===== src/rtl/aes_loader_pkg.sv =====
// Shared definitions for the AES byte loader front end.
//   - host address map constants (key, plaintext/result, control, status)
//   - operation FSM state encoding
//   - bit positions inside the control and status bytes
package aes_loader_pkg;

    localparam logic [5:0] KEY_BASE  = 6'h00;  // 0x00-0x1F key bytes
    localparam logic [5:0] PT_BASE   = 6'h20;  // 0x20-0x2F plaintext (wr) / result (rd)
    localparam logic [5:0] CTRL_ADDR = 6'h30;
    localparam logic [5:0] STAT_ADDR = 6'h31;

    localparam int KEY_BYTES = 32;
    localparam int PT_BYTES  = 16;

    typedef enum logic [1:0] {
        ST_IDLE,
        ST_LOAD,
        ST_WAIT_START,
        ST_RUN
    } state_t;

    // Control byte fields
    localparam int CTRL_GO      = 0;
    localparam int CTRL_DEC     = 1;
    localparam int CTRL_SIZE_LO = 2;  // size occupies bits 3:2

    // Status byte fields
    localparam int STAT_BUSY    = 0;
    localparam int STAT_DONE    = 1;
    localparam int STAT_ERR     = 2;
    localparam int STAT_TIMEOUT = 3;

endpackage


===== src/rtl/aes_loader_regs.sv =====
// Byte storage and host access path for the AES byte loader.
//   clk, rst        : clock, synchronous active-high reset
//   wr_en, addr,
//   wdata           : host byte write
//   wr_allow        : key/plaintext writes accepted only when high (no operation running)
//   rd_en           : host read strobe; rdata is registered, valid the cycle after
//   result_we,
//   result          : capture strobe and 128-bit core result
//   ctrl_byte,
//   stat_byte       : current control/status bytes supplied by the FSM for readback
//   key, pt         : assembled 256-bit key and 128-bit plaintext, byte 0 in the MSBs
//   rdata           : read data
module aes_loader_regs
    import aes_loader_pkg::*;
(
    input  logic         clk,
    input  logic         rst,
    input  logic         wr_en,
    input  logic         wr_allow,
    input  logic [5:0]   addr,
    input  logic [7:0]   wdata,
    input  logic         rd_en,
    input  logic         result_we,
    input  logic [127:0] result,
    input  logic [7:0]   ctrl_byte,
    input  logic [7:0]   stat_byte,
    output logic [255:0] key,
    output logic [127:0] pt,
    output logic [7:0]   rdata
);

    logic [7:0] key_mem [KEY_BYTES];
    logic [7:0] pt_mem  [PT_BYTES];
    logic [7:0] res_mem [PT_BYTES];

    logic       key_hit;
    logic       pt_hit;
    logic [7:0] rdata_reg;
    logic [7:0] rdata_next;

    assign key_hit = (addr[5] == KEY_BASE[5]);
    assign pt_hit  = (addr[5:4] == PT_BASE[5:4]);

    always_ff @(posedge clk) begin
        if (rst) begin
            for (int i = 0; i < KEY_BYTES; i++) key_mem[i] <= '0;
            for (int i = 0; i < PT_BYTES; i++) begin
                pt_mem[i]  <= '0;
                res_mem[i] <= '0;
            end
        end else begin
            if (wr_en && wr_allow && key_hit) key_mem[addr[4:0]] <= wdata;
            if (wr_en && wr_allow && pt_hit)  pt_mem[addr[3:0]]  <= wdata;
            if (result_we) begin
                for (int i = 0; i < PT_BYTES; i++) res_mem[i] <= result[127-8*i -: 8];
            end
        end
    end

    // Byte n of each array sits in the MSB end of the assembled word.
    genvar gi;
    for (gi = 0; gi < KEY_BYTES; gi++) begin : g_key
        assign key[255-8*gi -: 8] = key_mem[gi];
    end
    for (gi = 0; gi < PT_BYTES; gi++) begin : g_pt
        assign pt[127-8*gi -: 8] = pt_mem[gi];
    end

    // The key is write-only so it cannot be read back over the host bus.
    // Reads sample the registers before any same-cycle write lands.
    always_comb begin
        rdata_next = 8'h00;
        if (pt_hit) begin
            rdata_next = res_mem[addr[3:0]];
        end else if (addr == CTRL_ADDR) begin
            rdata_next = ctrl_byte;
        end else if (addr == STAT_ADDR) begin
            rdata_next = stat_byte;
        end
    end

    always_ff @(posedge clk) begin
        if (rst) begin
            rdata_reg <= '0;
        end else if (rd_en) begin
            rdata_reg <= rdata_next;
        end
    end

    assign rdata = rdata_reg;

endmodule


===== src/rtl/aes_byte_loader.sv =====
// Byte-wide host register front end for aes_core.
// Assembles key/plaintext from host byte writes, issues a one-cycle load
// pulse on a go write, follows the core busy flag and captures the result.
//   clk, rst       : clock, synchronous active-high reset
//   wr_en_i, rd_en_i, addr_i, wdata_i, rdata_o : host byte bus (rdata_o one cycle after rd_en_i)
//   busy_o, done_o : operation in progress / sticky result available
//   core_load_o, core_key_o, core_data_o, core_size_o, core_dec_o : to aes_core
//   core_data_i, core_busy_i : from aes_core
// Optional feature macro: AES_LOADER_TIMEOUT_EN adds a load-to-result timeout
// of TIMEOUT_CYCLES cycles (counter width CNT_W) reported in status bit 3.
module aes_byte_loader
    import aes_loader_pkg::*;
#(
    parameter int TIMEOUT_CYCLES = 4096,
    parameter int CNT_W          = 13
) (
    input  logic         clk,
    input  logic         rst,
    input  logic         wr_en_i,
    input  logic         rd_en_i,
    input  logic [5:0]   addr_i,
    input  logic [7:0]   wdata_i,
    output logic [7:0]   rdata_o,
    output logic         busy_o,
    output logic         done_o,
    output logic         core_load_o,
    output logic [255:0] core_key_o,
    output logic [127:0] core_data_o,
    output logic [1:0]   core_size_o,
    output logic         core_dec_o,
    input  logic [127:0] core_data_i,
    input  logic         core_busy_i
);

    if ((64'd1 << CNT_W) <= 64'(TIMEOUT_CYCLES)) begin : g_cnt_w_check
        $error("CNT_W too narrow for TIMEOUT_CYCLES");
    end

    state_t      state_reg, state_next;
    logic        dec_reg,  dec_next;
    logic [1:0]  size_reg, size_next;
    logic        done_reg, done_next;
    logic        err_reg,  err_next;
    logic        result_we;
    logic        busy;
    logic        ctrl_wr;
    logic        stat_wr;
    logic        host_region_wr;
    logic        tout_bit;
    logic [7:0]  ctrl_byte;
    logic [7:0]  stat_byte;

    assign busy           = (state_reg != ST_IDLE);
    assign ctrl_wr        = wr_en_i && (addr_i == CTRL_ADDR);
    assign stat_wr        = wr_en_i && (addr_i == STAT_ADDR);
    // Key, plaintext and control all live at or below the control address.
    assign host_region_wr = wr_en_i && (addr_i <= CTRL_ADDR);

`ifdef AES_LOADER_TIMEOUT_EN
    localparam logic [CNT_W-1:0] TIMEOUT_LAST = CNT_W'(TIMEOUT_CYCLES - 1);

    logic [CNT_W-1:0] cnt_reg;
    logic             tout_reg, tout_next;
    logic             timeout_hit;

    // Counter is 0 in the LOAD cycle, so the operation is abandoned after
    // exactly TIMEOUT_CYCLES busy cycles.
    assign timeout_hit = busy && (cnt_reg == TIMEOUT_LAST);
    assign tout_bit    = tout_reg;

    always_ff @(posedge clk) begin
        if (rst) begin
            cnt_reg  <= '0;
            tout_reg <= 1'b0;
        end else begin
            tout_reg <= tout_next;
            cnt_reg  <= busy ? cnt_reg + 1'b1 : '0;
        end
    end
`else
    assign tout_bit = 1'b0;
`endif

    always_comb begin
        state_next = state_reg;
        dec_next   = dec_reg;
        size_next  = size_reg;
        done_next  = done_reg;
        err_next   = err_reg;
        result_we  = 1'b0;
`ifdef AES_LOADER_TIMEOUT_EN
        tout_next  = tout_reg;
`endif
        case (state_reg)
            ST_IDLE: begin
                if (ctrl_wr) begin
                    dec_next  = wdata_i[CTRL_DEC];
                    size_next = wdata_i[CTRL_SIZE_LO +: 2];
                    if (wdata_i[CTRL_GO]) begin
                        done_next  = 1'b0;
                        state_next = ST_LOAD;
                    end
                end
            end
            ST_LOAD: begin
                state_next = ST_WAIT_START;
            end
            ST_WAIT_START: begin
                if (core_busy_i) state_next = ST_RUN;
            end
            ST_RUN: begin
                if (!core_busy_i) begin
                    result_we  = 1'b1;
                    done_next  = 1'b1;
                    state_next = ST_IDLE;
                end
            end
            default: state_next = ST_IDLE;
        endcase

        // Register writes during an operation are dropped (storage gates them
        // on !busy) and flagged.
        if (busy && host_region_wr) err_next = 1'b1;

        if (stat_wr) begin
            err_next = 1'b0;
`ifdef AES_LOADER_TIMEOUT_EN
            tout_next = 1'b0;
`endif
        end

`ifdef AES_LOADER_TIMEOUT_EN
        // A result arriving on the last allowed cycle still counts as done.
        if (timeout_hit && !result_we) begin
            state_next = ST_IDLE;
            tout_next  = 1'b1;
        end
`endif
    end

    always_ff @(posedge clk) begin
        if (rst) begin
            state_reg <= ST_IDLE;
            dec_reg   <= 1'b0;
            size_reg  <= 2'b00;
            done_reg  <= 1'b0;
            err_reg   <= 1'b0;
        end else begin
            state_reg <= state_next;
            dec_reg   <= dec_next;
            size_reg  <= size_next;
            done_reg  <= done_next;
            err_reg   <= err_next;
        end
    end

    always_comb begin
        stat_byte               = 8'h00;
        stat_byte[STAT_BUSY]    = busy;
        stat_byte[STAT_DONE]    = done_reg;
        stat_byte[STAT_ERR]     = err_reg;
        stat_byte[STAT_TIMEOUT] = tout_bit;
    end

    assign ctrl_byte = {4'b0000, size_reg, dec_reg, 1'b0};

    aes_loader_regs u_regs (
        .clk       (clk),
        .rst       (rst),
        .wr_en     (wr_en_i),
        .wr_allow  (!busy),
        .addr      (addr_i),
        .wdata     (wdata_i),
        .rd_en     (rd_en_i),
        .result_we (result_we),
        .result    (core_data_i),
        .ctrl_byte (ctrl_byte),
        .stat_byte (stat_byte),
        .key       (core_key_o),
        .pt        (core_data_o),
        .rdata     (rdata_o)
    );

    assign busy_o      = busy;
    assign done_o      = done_reg;
    assign core_load_o = (state_reg == ST_LOAD);
    assign core_size_o = size_reg;
    assign core_dec_o  = dec_reg;

endmodule


===== config.mk =====
export PLATFORM = sky130hd
export DESIGN_NAME = aes_byte_loader
export DESIGN_NICKNAME = d
export VERILOG_FILES = /design/src/rtl/aes_loader_pkg.sv /design/src/rtl/aes_loader_regs.sv /design/src/rtl/aes_byte_loader.sv
export SDC_FILE = /design/constraint.sdc
export NUM_CORES = 1
export LEC_CHECK = 0
export BUFFER_PORTS_ARGS = -buffer_cell sky130_fd_sc_hd__buf_2
export CAP_MARGIN = 40
export CORE_MARGIN = 4
export CORE_UTILIZATION = 30
export DETAILED_ROUTE_END_ITERATION = 10
export PLACE_DENSITY = 0.51
export SYNTH_ARGS = -nofsm -noshare
export SYNTH_HDL_FRONTEND = slang
export SYNTH_SLANG_ARGS = --single-unit

===== constraint.sdc =====
create_clock -name clk -period 4.6 [get_ports clk]
set_input_delay 0.23 -clock clk [delete_from_list [all_inputs] [get_ports clk]]
set_output_delay 0.23 -clock clk [all_outputs]
set_load 0.005 [all_outputs]

# After elaboration in Yosys (flattened, before gate mapping)
# Memory sizes are Yosys's and may differ from the RTL's.
# Index checks and enable logic that the tools add are counted.
[op_classes]
mux = 47
n_reduce_logical = 17
n_bitwise = 17
magnitude_cmp = 1
n_eq_ne = 10
[op_table]
columns = ["op", "count"]
rows = [
  ["8-bit 2-to-1 mux", 20],
  ["1-bit 2-to-1 mux", 18],
  ["1-bit bitwise OR", 16],
  ["8-bit OR reduction", 2],
  ["6-bit == test, second input constant", 2],
  ["2-bit 2-to-1 mux", 4],
  ["2-bit != test, second input constant", 4],
  ["2-bit one-hot mux with 4 select lines", 1],
  ["4-bit AND reduction", 2],
  ["1-bit logical AND", 7],
  ["2-bit == test, second input constant", 3],
  ["6-bit <= comparator, second input constant", 1],
  ["5-bit 2-to-1 mux", 1],
  ["4-bit 2-to-1 mux", 1],
  ["2-bit nonzero test", 2],
  ["3-bit 2-to-1 mux", 1],
  ["2-bit by 1-bit == test with 1-bit output, second input constant", 1],
  ["2-bit logical NOT", 1],
  ["1-bit one-hot mux with 2 select lines", 1],
  ["2-bit AND reduction", 1],
  ["2-bit OR reduction", 1],
  ["1-bit logical NOT", 1],
  ["1-bit inverter", 1],
]
[totals]
ram_bits = 512
regBits = 15
out_inout_bits = 398
input_bits = 147
n_memories = 3
[memory_table]
columns = ["name", "words", "width", "rd", "rd_clocked_by_memory_dff", "wr", "line_no", "rtl"]
rows = [
  ["u_regs.key_mem", 32, 8, 32, 0, 32, "aes_loader_regs.sv:32", "logic [7:0] key_mem [KEY_BYTES];"],
  ["u_regs.pt_mem", 16, 8, 16, 0, 16, "aes_loader_regs.sv:33", "logic [7:0] pt_mem [PT_BYTES];"],
  ["u_regs.res_mem", 16, 8, 1, 0, 16, "aes_loader_regs.sv:34", "logic [7:0] res_mem [PT_BYTES];"],
]

# Logic depth before layout (Yosys ltp)
# Gate-level depths: netlist of run 1.
[depth]
ltp_word = 9
depth_mapped = 6
ltp_nobuf = 6

# By module
# From an unflattened synthesis of run 1, not the netlist that was laid out.
[hier_totals]
hier_cells = 1427
hier_area_um2 = 21838.4
[by_module_without_submodules]
columns = ["mod", "area_per_inst_um2", "cells_per_inst", "n_inst"]
rows = [
  ["aes_loader_regs", 21364.2, 1376, 1],
  ["aes_byte_loader", 474.2, 51, 1],
]

# Least setup slack after synthesis of run 1
# Ideal clock, no wire load.
[synth_timing]
path_kind = "input to register"
from = "input rst"
to = "memory u_regs.res_mem[0][0] (enable)"
path_slack_ns = 0.278
required_ns = 4.091
t_arrival_ns = 3.813
setup_ns = 0.509
path_stages = 3
path_cell_list = "clkbuf_1 clkbuf_1 nand2b_1"
[synth_lines]
columns = ["item", "line_no", "rtl"]
rows = [
  ["from (decl)", "aes_byte_loader.sv:18", "input logic rst,"],
  ["to (decl)", "aes_loader_regs.sv:34", ""],
]

==> results.json, run 1 <==
{
  "layout.cells.non_filler": 3026,
  "die_x_um": 274,
  "leakage_uw": 0.0115,
  "cp_num_buf_inv": 1,
  "synth_area_mm2": 0.0212,
  "largest_reg_flops": 256,
  "fin_util_pct": 40.1,
  "setup_ws_ns": 1.57,
  "pwr-share-clk_pct": 41.4,
  "synthArstFlopShare_pct": 0,
  "drt_wl_total_mm": 67.7,
  "clk_path_buf_depth": 3,
  "drcViolationCount": 0,
  "clk_latency_ns": 0.60,
  "drive_gt1_share_pct": 35.2,
  "setup_tns_ns": 0,
  "n_fill_cell": 6557,
  "cts.reportedPaths.clkPinSlew_ns": 0.06,
  "worstPathArrival_ns": 3.33,
  "cp.required_ns": 4.90,
  "setup-violations-final": 0,
  "skew_ns": 0.0165,
  "drv_cap": 0,
  "powerDensity_mw_per_mm2": 382,
  "p_sw_uw": 2380,
  "synth-seq-area-share_pct": 73.9,
  "outcome": "finished clean",
  "die-area_mm2": 0.0750,
  "worstSetupPathType": "reg2reg",
  "grt_pass1_vias": 13900,
  "areaGrowthSynthToFinish_pct": 32.3,
  "cts_resized": 0,
  "drt_iter0_markers": 751,
  "max_freq_mhz": 330,
  "grt_max_degree": 128,
  "crit_chain": "inv_1 > ha_1 > and4bb_2 > nand2_1 > nor3_1 > or2_2",
  "end_kind": "register",
  "pin_count": 545,
  "crit_family": "simple AND/OR/NAND/NOR gates",
  "critPathLaunchType": "register",
  "hp-class": "in2reg",
  "met2_usage_pct": 30.6,
  "synth_ff_type": "edfxtp_1",
  "period_minus_slack_ns": 3.03,
  "p_seq_share_pct": 51.3,
  "timing.max_slew.rel_slack_pct": 41.0,
  "p_comb_share_pct": 7.3,
  "crit_path_max_incr_delay_ns": 0.80,
  "worst_pin_slew_ns": 0.885,
  "synth_common_cells": "512 x edfxtp_1, 465 x and2_1, 67 x clkbuf_1",
  "final_nets": 2186,
  "avgSynthCellArea_um2": 15.6,
  "path_max_fanout": 9,
  "cts_tree": "built",
  "clock_sinks": 527,
  "gr-usage-met1_pct": 21.4,
  "viasPerCell": 4.42,
  "synth_edf_count": 512,
  "gp_congestion": 0.781,
  "dp_slack_ns": 1.54,
  "peakVddDrop_mv": 0.272,
  "p_sw_share_pct": 22.2,
  "grt_use_total_pct": 17.6,
  "cts-root-buf": "clkbuf_16",
  "slowest_stage": "nor3_1",
  "cts_made_buffers": 58,
  "dpl.hpwl_mm": 47.1,
  "grt.overflow.total": 0,
  "synth_largest_area_cell": "edfxtp_1",
  "wl_per_cell_um": 22.4,
  "rsz0062_at_grt": "no",
  "grt_pass1_wl_mm": 96.3,
  "drtPass1Iterations": 6,
  "synth.most_common_cell": "edfxtp_1",
  "synth_area_leaders": "edfxtp_1 72%, and2_1 14%, mux4_2 3.4%",
  "die_h_um": 274,
  "initial_utilization_pct": 30.3,
  "busiest_layer": "met2",
  "io_buffers": 544,
  "top_regs": "u_regs.key_mem (256), u_regs.pt_mem (128), u_regs.res_mem (128)",
  "ff2ff_setup_slack_ns": 1.57,
  "synth_cell_types": 43,
  "core-area_mm2": 0.0700,
  "route.antenna.remaining_nets": 0,
  "total_power_uw": 10700,
  "finalCritPeriodShare_pct": 65.9,
  "synthesis.nets": 1514,
  "rows": 97,
  "ys_ff_latch": 527,
  "antenna_found_initial": 7,
  "use_met3_pct": 5.15,
  "ys_warn_count": 0,
  "vias": 13400,
  "synth_top_area_share_pct": 72.5,
  "dp.cells": 2785,
  "top_register": "u_regs.key_mem",
  "maxSlewViolCount": 0,
  "netlist_instances": 1363,
  "intPower_uw": 8350,
  "htree_levels": 2,
  "hold_viol_final": 0
}
[path summary, 6_finish.rpt]
kind | endpoint | cells after the start | start
min | u_regs.res_mem[11][1] | 2 | core_data_i[33]
max reg2reg | u_regs.key_mem[13][7] | 6 | state_reg[1]
min reg2reg | u_regs.rdata[5] | 2 | u_regs.rdata[5]
max | u_regs.key_mem[13][7] | 6 | state_reg[1]
[repair_timing]
| action | in CTS | in global routing |
|---|---|---|
| hold buffers | 130 | 0 |
| buffers inserted | 0 | 0 |
| endpoints found under the hold margin | 131 | 0 |
[final cells by class]
type | count | area (um2) | share of cell area [%]
diodes | 4 | 10.0 | 0.0357
clock buffers | 78 | 1550 | 5.51
clock inverters | 29 | 269 | 0.959
inverters | 9 | 33.8 | 0.120
multi-input cells | 750 | 5200 | 18.5
flip-flops and latches | 527 | 15700 | 55.9
well taps | 940 | 1180 | 4.19
repair buffers | 689 | 4150 | 14.8
[power groups by stage]
stage	logic, uW	clock network, uW	registers [uW]
detailed placement	714	0	5610
finish	781	4440	5510
global placement	708	0	5610
CTS	802	4540	5510
floorplan	295	0	5610
global route	851	4750	5520
[routing by layer]
| layer | share of wire [%] | vias to the layer above |
|---|---|---|
| li1 | - | 6163 |
| met1 | 40 | 6634 |
| met2 | 50 | 498 |
| met3 | 8.1 | 93 |
| met4 | 2.4 | 2 |
| met5 | 0.019 | - |
[cell families (layout without fill, tap and decap cells)]
group	after synthesis	count (layout)	share of synthesized area, %
AOI/OAI and AO/OA	31	31	1.25
adders and majority gates	4	4	0.236
buffers and inverters	86	805	1.65
DFF	527	527	73.9
muxes	39	39	3.81
other	0	4	0
and+or+nand+nor	676	676	19.1
[through the flow]
step / instance area, um2 / hold WS, ns
2_1_floorplan: 21200 / 0.327
3_3_place_gp: 24900 / 0.463
3_5_place_dp: 24900 / 0.469
4_1_cts: 28100 / 0.0212
5_1_grt: 28100 / 0.0295
6_report: 28100 / 0.0591
[layout by cell type (no fill, tap or decap), types with 5 or more instances in the layout]
master         netlist  layout
a22o_1               8       8
and2_1             465     465
buf_2                3     543
buf_4                2      15
clkbuf_1            67      18
clkbuf_16            0      58
clkinv_1             0       9
clkinv_2             0       9
dfxtp_1             15      15
dlygate4sd3_1        0     130
edfxtp_1           512     512
inv_1                9       9
mux2i_1              5       5
mux4_2              32      32
nand2_1             14      14
nand2b_1             8       7
nor2_1              55      54
nor2b_1             54      54
nor3_1              13      13
or2_2               50      50
Note: power is estimated with default switching activity, not from simulation.
==> run 2, diff against run 1 <==
Settings changed: PLACE_DENSITY 0.51 to 0.49.
Clock period 4.6 ns to 3 ns, I/O delays scaled along.
==> run 2 against run 1 <==
Effect of this change: register-to-register slack got worse by 1.3 ns; total power rose by 55%; core utilization is 0.35 points higher; sequential share of layout area decreased by 0.49 points; highest routed layer unchanged.
==> results.json, run 2 (synthesized netlist as in run 1, its figures left out) <==
{
  "outcome": "finished clean",
  "cp.required_ns": 3.31,
  "mostFrequentLayoutCells": "543 x buf_2, 512 x edfxtp_1, 465 x and2_1, 133 x dlygate4sd3_1, 57 x clkbuf_16",
  "vias": 13500,
  "worstPathArrival_ns": 3.01,
  "antenna_found_initial": 4,
  "crit_path_max_incr_delay_ns": 0.74,
  "drt_iter0_markers": 927,
  "cts_setup_buffers": 0,
  "ff2ff_setup_slack_ns": 0.30,
  "initial_utilization_pct": 30.3,
  "crit_chain": "inv_1 > ha_1 > and4bb_2 > nand2_1 > nor3_1 > or2_2",
  "worstSetupPathDepth": 6,
  "drtPass1Iterations": 7,
  "max_freq_mhz": 371,
  "setup-violations-final": 0,
  "drive_gt1_share_pct": 35.8,
  "drt_wl_total_mm": 69.9,
  "end_kind": "register",
  "cp_num_buf_inv": 1,
  "drcViolationCount": 0,
  "setup_ws_ns": 0.301,
  "slowest_stage": "nor3_1",
  "whs_endpoint": "state_reg[0]",
  "top_regs": "u_regs.key_mem (256), u_regs.pt_mem (128), u_regs.res_mem (128)",
  "path_max_fanout": 9,
  "clock_sinks": 527,
  "fin_util_pct": 40.4,
  "top_register": "u_regs.key_mem",
  "route.antenna.remaining_nets": 0,
  "dpl.hpwl_mm": 48.4,
  "clk_path_buf_depth": 3,
  "critPathLaunchType": "register",
  "hp-class": "in2reg",
  "drv_cap": 0,
  "cts.reportedPaths.clkPinSlew_ns": 0.06,
  "grt_pass1_wl_mm": 98.8,
  "timing.max_slew.rel_slack_pct": 38.4,
  "areaGrowthSynthToFinish_pct": 33.5,
  "r2r_start": "state_reg[0]",
  "crit_family": "simple AND/OR/NAND/NOR gates",
  "cts-root-buf": "clkbuf_16",
  "r2r_cells": 6,
  "pin_count": 545,
  "rsz0062_at_grt": "no",
  "leakage_uw": 0.0116,
  "die_h_um": 274,
  "antenna_cells": 0,
  "hp-start": "wdata_i[0]",
  "grt.overflow.total": 0,
  "peakVddDrop_mv": 0.450,
  "cts_made_buffers": 57,
  "die_x_um": 274,
  "worst_pin_slew_ns": 0.917,
  "final_common_cell": "buf_2",
  "viasPerCell": 4.45,
  "worstSetupPathType": "reg2reg",
  "grt_use_total_pct": 18.1,
  "wl_per_cell_um": 23.0,
  "min_path_cells": 5,
  "final_nets": 2208,
  "io_buffers": 544,
  "grt_pass1_vias": 14000,
  "finalCritPeriodShare_pct": 90.0,
  "die-area_mm2": 0.0750,
  "clk_latency_ns": 0.62,
  "largest_reg_flops": 256,
  "maxSlewViolCount": 0,
  "rows": 97,
  "reg2reg_to": "u_regs.key_mem[12][3]",
  "gp_congestion": 0.767,
  "setup_tns_ns": 0,
  "cts_tree": "built",
  "skew_ns": 0.0226,
  "dp_slack_ns": 0.170,
  "grt_max_degree": 81,
  "place_area_mm2": 0.0251,
  "n_fill_cell": 6575,
  "hold_viol_final": 0,
  "htree_levels": 2,
  "core-area_mm2": 0.0700,
  "period_minus_slack_ns": 2.70,
  "powerDensity_mw_per_mm2": 586,
  "stdcell_area_mm2": 0.0283
}
==> run 2: worst max-delay path by stage <==
stage / from / end / slack (ns)
floorplan: rst / u_regs.res_mem[0][0] / 0.26
global placement: state_reg[0] / u_regs.key_mem[14][7] / 0.25
detailed placement: state_reg[0] / u_regs.key_mem[14][2] / 0.17
CTS: state_reg[0] / u_regs.key_mem[14][7] / 0.14
global route: state_reg[0] / u_regs.pt_mem[2][3] / 0.02
finish: state_reg[0] / u_regs.key_mem[12][3] / 0.30
==> run 2: area by class of cell <==
cell class              count  area, um2  area share, %
clock buffers              66       1460           5.16
flip-flops and latches    527      15700           55.4
inverters                   9       33.8          0.119
clock inverters            39        369           1.30
well taps                 940       1180           4.15
repair buffers            712       4390           15.5
multi-input cells         750       5200           18.4
==> run 2: worst reg2reg max path, stage by stage, from the launching register on <==
cell and delay (ns):
dfxtp_1 0.33, inv_1 0.12, ha_1 0.19, and4bb_2 0.31, nand2_1 0.35, nor3_1 0.74, or2_2 0.34
==> run 2: report_power, final <==
group          internal, uW  switching (uW)  total [uW]
registers              8340            95.0        8430
logic                   531             731        1260
clock network          3930            2960        6890
total                 12800            3790       16600
==> run 2: routing by layer <==
metal	up-vias	global-route usage [%]	share of wire (%)
li1	6195	-	-
met1	6713	22.4	40
met5	-	0	0.011
met3	104	5.69	8.7
met4	2	5.00	2.8
met2	518	30.8	48
==> run 2: what timing repair did <==
item                                    CTS  global route
resized for setup                         0             1
hold buffers                            133             0
endpoints found under the setup margin    0             8
endpoints found under the hold margin   140             0
==> run 2: stage by stage <==
| stage | std cells | hold slack (ns) | power (uW) |
|---|---|---|---|
| finish | 3043 | 0.0985 | 16600 |
| global route | 3043 | 0.0941 | 17200 |
| CTS | 3043 | 0.0551 | 16800 |
| detailed placement | 2805 | 0.428 | 9750 |
| global placement | 2804 | 0.426 | 9730 |
| floorplan | 1363 | 0.247 | 9040 |
==> run 3, diff against run 2 <==
Settings changed: CORE_MARGIN 4 to 1, RECOVER_POWER set to 25, REMOVE_ABC_BUFFERS set to 1.
==> run 3 against run 2 <==
Effect of this change: sequential power barely moved; non-clock buffer count rose by 17; maximum frequency rose by 5.2%; sequential share of layout area rose by 0.50 points; clock power fell by 1%; total power fell by 0.77%; via count rose by 0.22%; combinational power fell by 4%; critical path type unchanged; critical endpoint is now u_regs.key_mem[8][6]; largest power group unchanged.
==> results.json, run 3 (synthesized netlist as in run 1, its figures left out) <==
{
  "outcome": "finished clean",
  "finalCritPeriodShare_pct": 85.5,
  "hp-class": "in2reg",
  "rsz0062_at_grt": "no",
  "end_kind": "register",
  "clk_path_buf_depth": 3,
  "crit_path_max_incr_delay_ns": 0.63,
  "grt.overflow.total": 0,
  "core-area_mm2": 0.0700,
  "grt_pass1_vias": 13700,
  "top_register": "u_regs.key_mem",
  "drv_cap": 0,
  "p_seq_share_pct": 51.3,
  "top_regs": "u_regs.key_mem (256), u_regs.pt_mem (128), u_regs.res_mem (128)",
  "n_fill_cell": 6649,
  "met2_usage_pct": 31.0,
  "worst_pin_slew_ns": 1.07,
  "period_minus_slack_ns": 2.57,
  "pwr-share-clk_pct": 41.4,
  "rows": 97,
  "hold_viol_final": 0,
  "die-area_mm2": 0.0718,
  "cts-root-buf": "clkbuf_16",
  "drt_wl_total_mm": 66.7,
  "drt_iter0_markers": 804,
  "busiest_layer": "met2",
  "gr-usage-met1_pct": 21.8,
  "viasPerCell": 4.43,
  "initial_utilization_pct": 30.3,
  "largest_reg_flops": 256,
  "drive_gt1_share_pct": 23.6,
  "p_sw_share_pct": 22.7,
  "pin_count": 545,
  "mostFrequentLayoutCells": "512 x edfxtp_1, 465 x and2_1, 277 x buf_2, 273 x clkbuf_1, 135 x dlygate4sd3_1",
  "cts_setup_buffers": 0,
  "clk_latency_ns": 0.62,
  "cts_made_buffers": 58,
  "worstSetupPathType": "reg2reg",
  "io_buffers": 544,
  "grt_use_total_pct": 18.0,
  "wl_per_cell_um": 21.8,
  "use_met3_pct": 5.41,
  "timing.max_slew.rel_slack_pct": 28.5,
  "final_common_cell": "edfxtp_1",
  "crit_chain": "inv_1 > ha_1 > and4bb_2 > nand2_1 > nor3_1 > or2_2",
  "slowest_stage": "nor3_1",
  "gp_congestion": 0.798,
  "holdBufCountCts": 135,
  "intPower_uw": 12700,
  "drcViolationCount": 0,
  "die_h_um": 268,
  "critPathLaunchType": "register",
  "dpl.hpwl_mm": 46.3,
  "clock_sinks": 527,
  "drtPass1Iterations": 5,
  "htree_levels": 2,
  "cts.reportedPaths.clkPinSlew_ns": 0.06,
  "max_freq_mhz": 390,
  "powerDensity_mw_per_mm2": 587,
  "leakage_uw": 0.0108,
  "antenna_found_initial": 3,
  "vias": 13600,
  "skew_ns": 0.0282,
  "maxSlewViolCount": 0,
  "cts_resized": 0,
  "final_nets": 2226,
  "crit_family": "simple AND/OR/NAND/NOR gates",
  "dp.cells": 2820,
  "grt_pass1_wl_mm": 93.1,
  "cp.required_ns": 3.32,
  "grt_max_degree": 81,
  "cp_num_buf_inv": 1,
  "antenna_cells": 0,
  "peakVddDrop_mv": 0.440,
  "die_x_um": 268,
  "path_max_fanout": 9,
  "hold_ws_ns": 0.133,
  "p_sw_uw": 3740,
  "p_comb_share_pct": 7.4,
  "cts_tree": "built",
  "layout.cells.non_filler": 3062,
  "worstPathArrival_ns": 2.88,
  "setup-violations-final": 0,
  "route.antenna.remaining_nets": 0,
  "areaGrowthSynthToFinish_pct": 32.3
}
[run 3: cell types whose count changed in the layout (fill, tap and decap cells not counted), sizes merged]
cell         change
clkbuf         +265
buf            -252
clkinv           +6
dlygate4sd3      +2
bufinv           -1
clkinvlp         -1
[run 3: worst reg2reg max path: stages (launching register included)]
cell and delay, ns:
dfxtp_1 0.33, inv_1 0.12, ha_1 0.18, and4bb_2 0.30, nand2_1 0.40, nor3_1 0.65
or2_2 0.33
[run 3: through the flow]
step / cell area (um2) / util [%] / setup WS (ns) / power, uW / setup TNS [ns]
2_1_floorplan: 20900 / - / -1.02 / 8960 / -130.50
3_3_place_gp: 25200 / 36.0 / 0.436 / 9700 / 0
3_5_place_dp: 25200 / 36.0 / 0.374 / 9720 / 0
4_1_cts: 28400 / 40.5 / 0.382 / 16700 / 0
5_1_grt: 28100 / 40.1 / 0.192 / 17000 / 0
6_report: 28100 / 40.1 / 0.434 / 16500 / 0
[run 3: worst paths after layout]
kind,startpoint,depth (start not counted),endpoint,slack [ns]
setup reg to reg,state_reg[0],6,u_regs.key_mem[8][6],0.43
setup / recovery,state_reg[0],6,u_regs.key_mem[8][6],0.43
hold / removal,wdata_i[2],2,u_regs.key_mem[14][2],0.13
hold reg to reg,u_regs.rdata[4],2,u_regs.rdata[4],0.48
[run 3: area by class of cell]
class / instances / area, um2 / area share (%)
Sequential cell: 527 / 15700 / 55.9
Multi-Input combinational cell: 750 / 5200 / 18.5
Timing Repair Buffer: 729 / 4170 / 14.8
Clock buffer: 64 / 1470 / 5.25
Tap cell: 940 / 1180 / 4.19
Clock inverter: 43 / 329 / 1.17
Inverter: 9 / 33.8 / 0.120
[run 3: metal layers]
| metal | routed length, um | vias up |
|---|---|---|
| met5 | 28 | - |
| met4 | 1830 | 4 |
| met3 | 5370 | 117 |
| met2 | 32700 | 497 |
| met1 | 26800 | 6708 |
| li1 | - | 6236 |
[run 3: power by group through the flow]
stage / registers, uW / clock network [uW] / logic, uW
2_1_floorplan: 8600 / 0 / 362
3_3_place_gp: 8580 / 0 / 1120
3_5_place_dp: 8590 / 0 / 1130
4_1_cts: 8440 / 6950 / 1270
5_1_grt: 8460 / 7230 / 1320
6_report: 8440 / 6810 / 1210
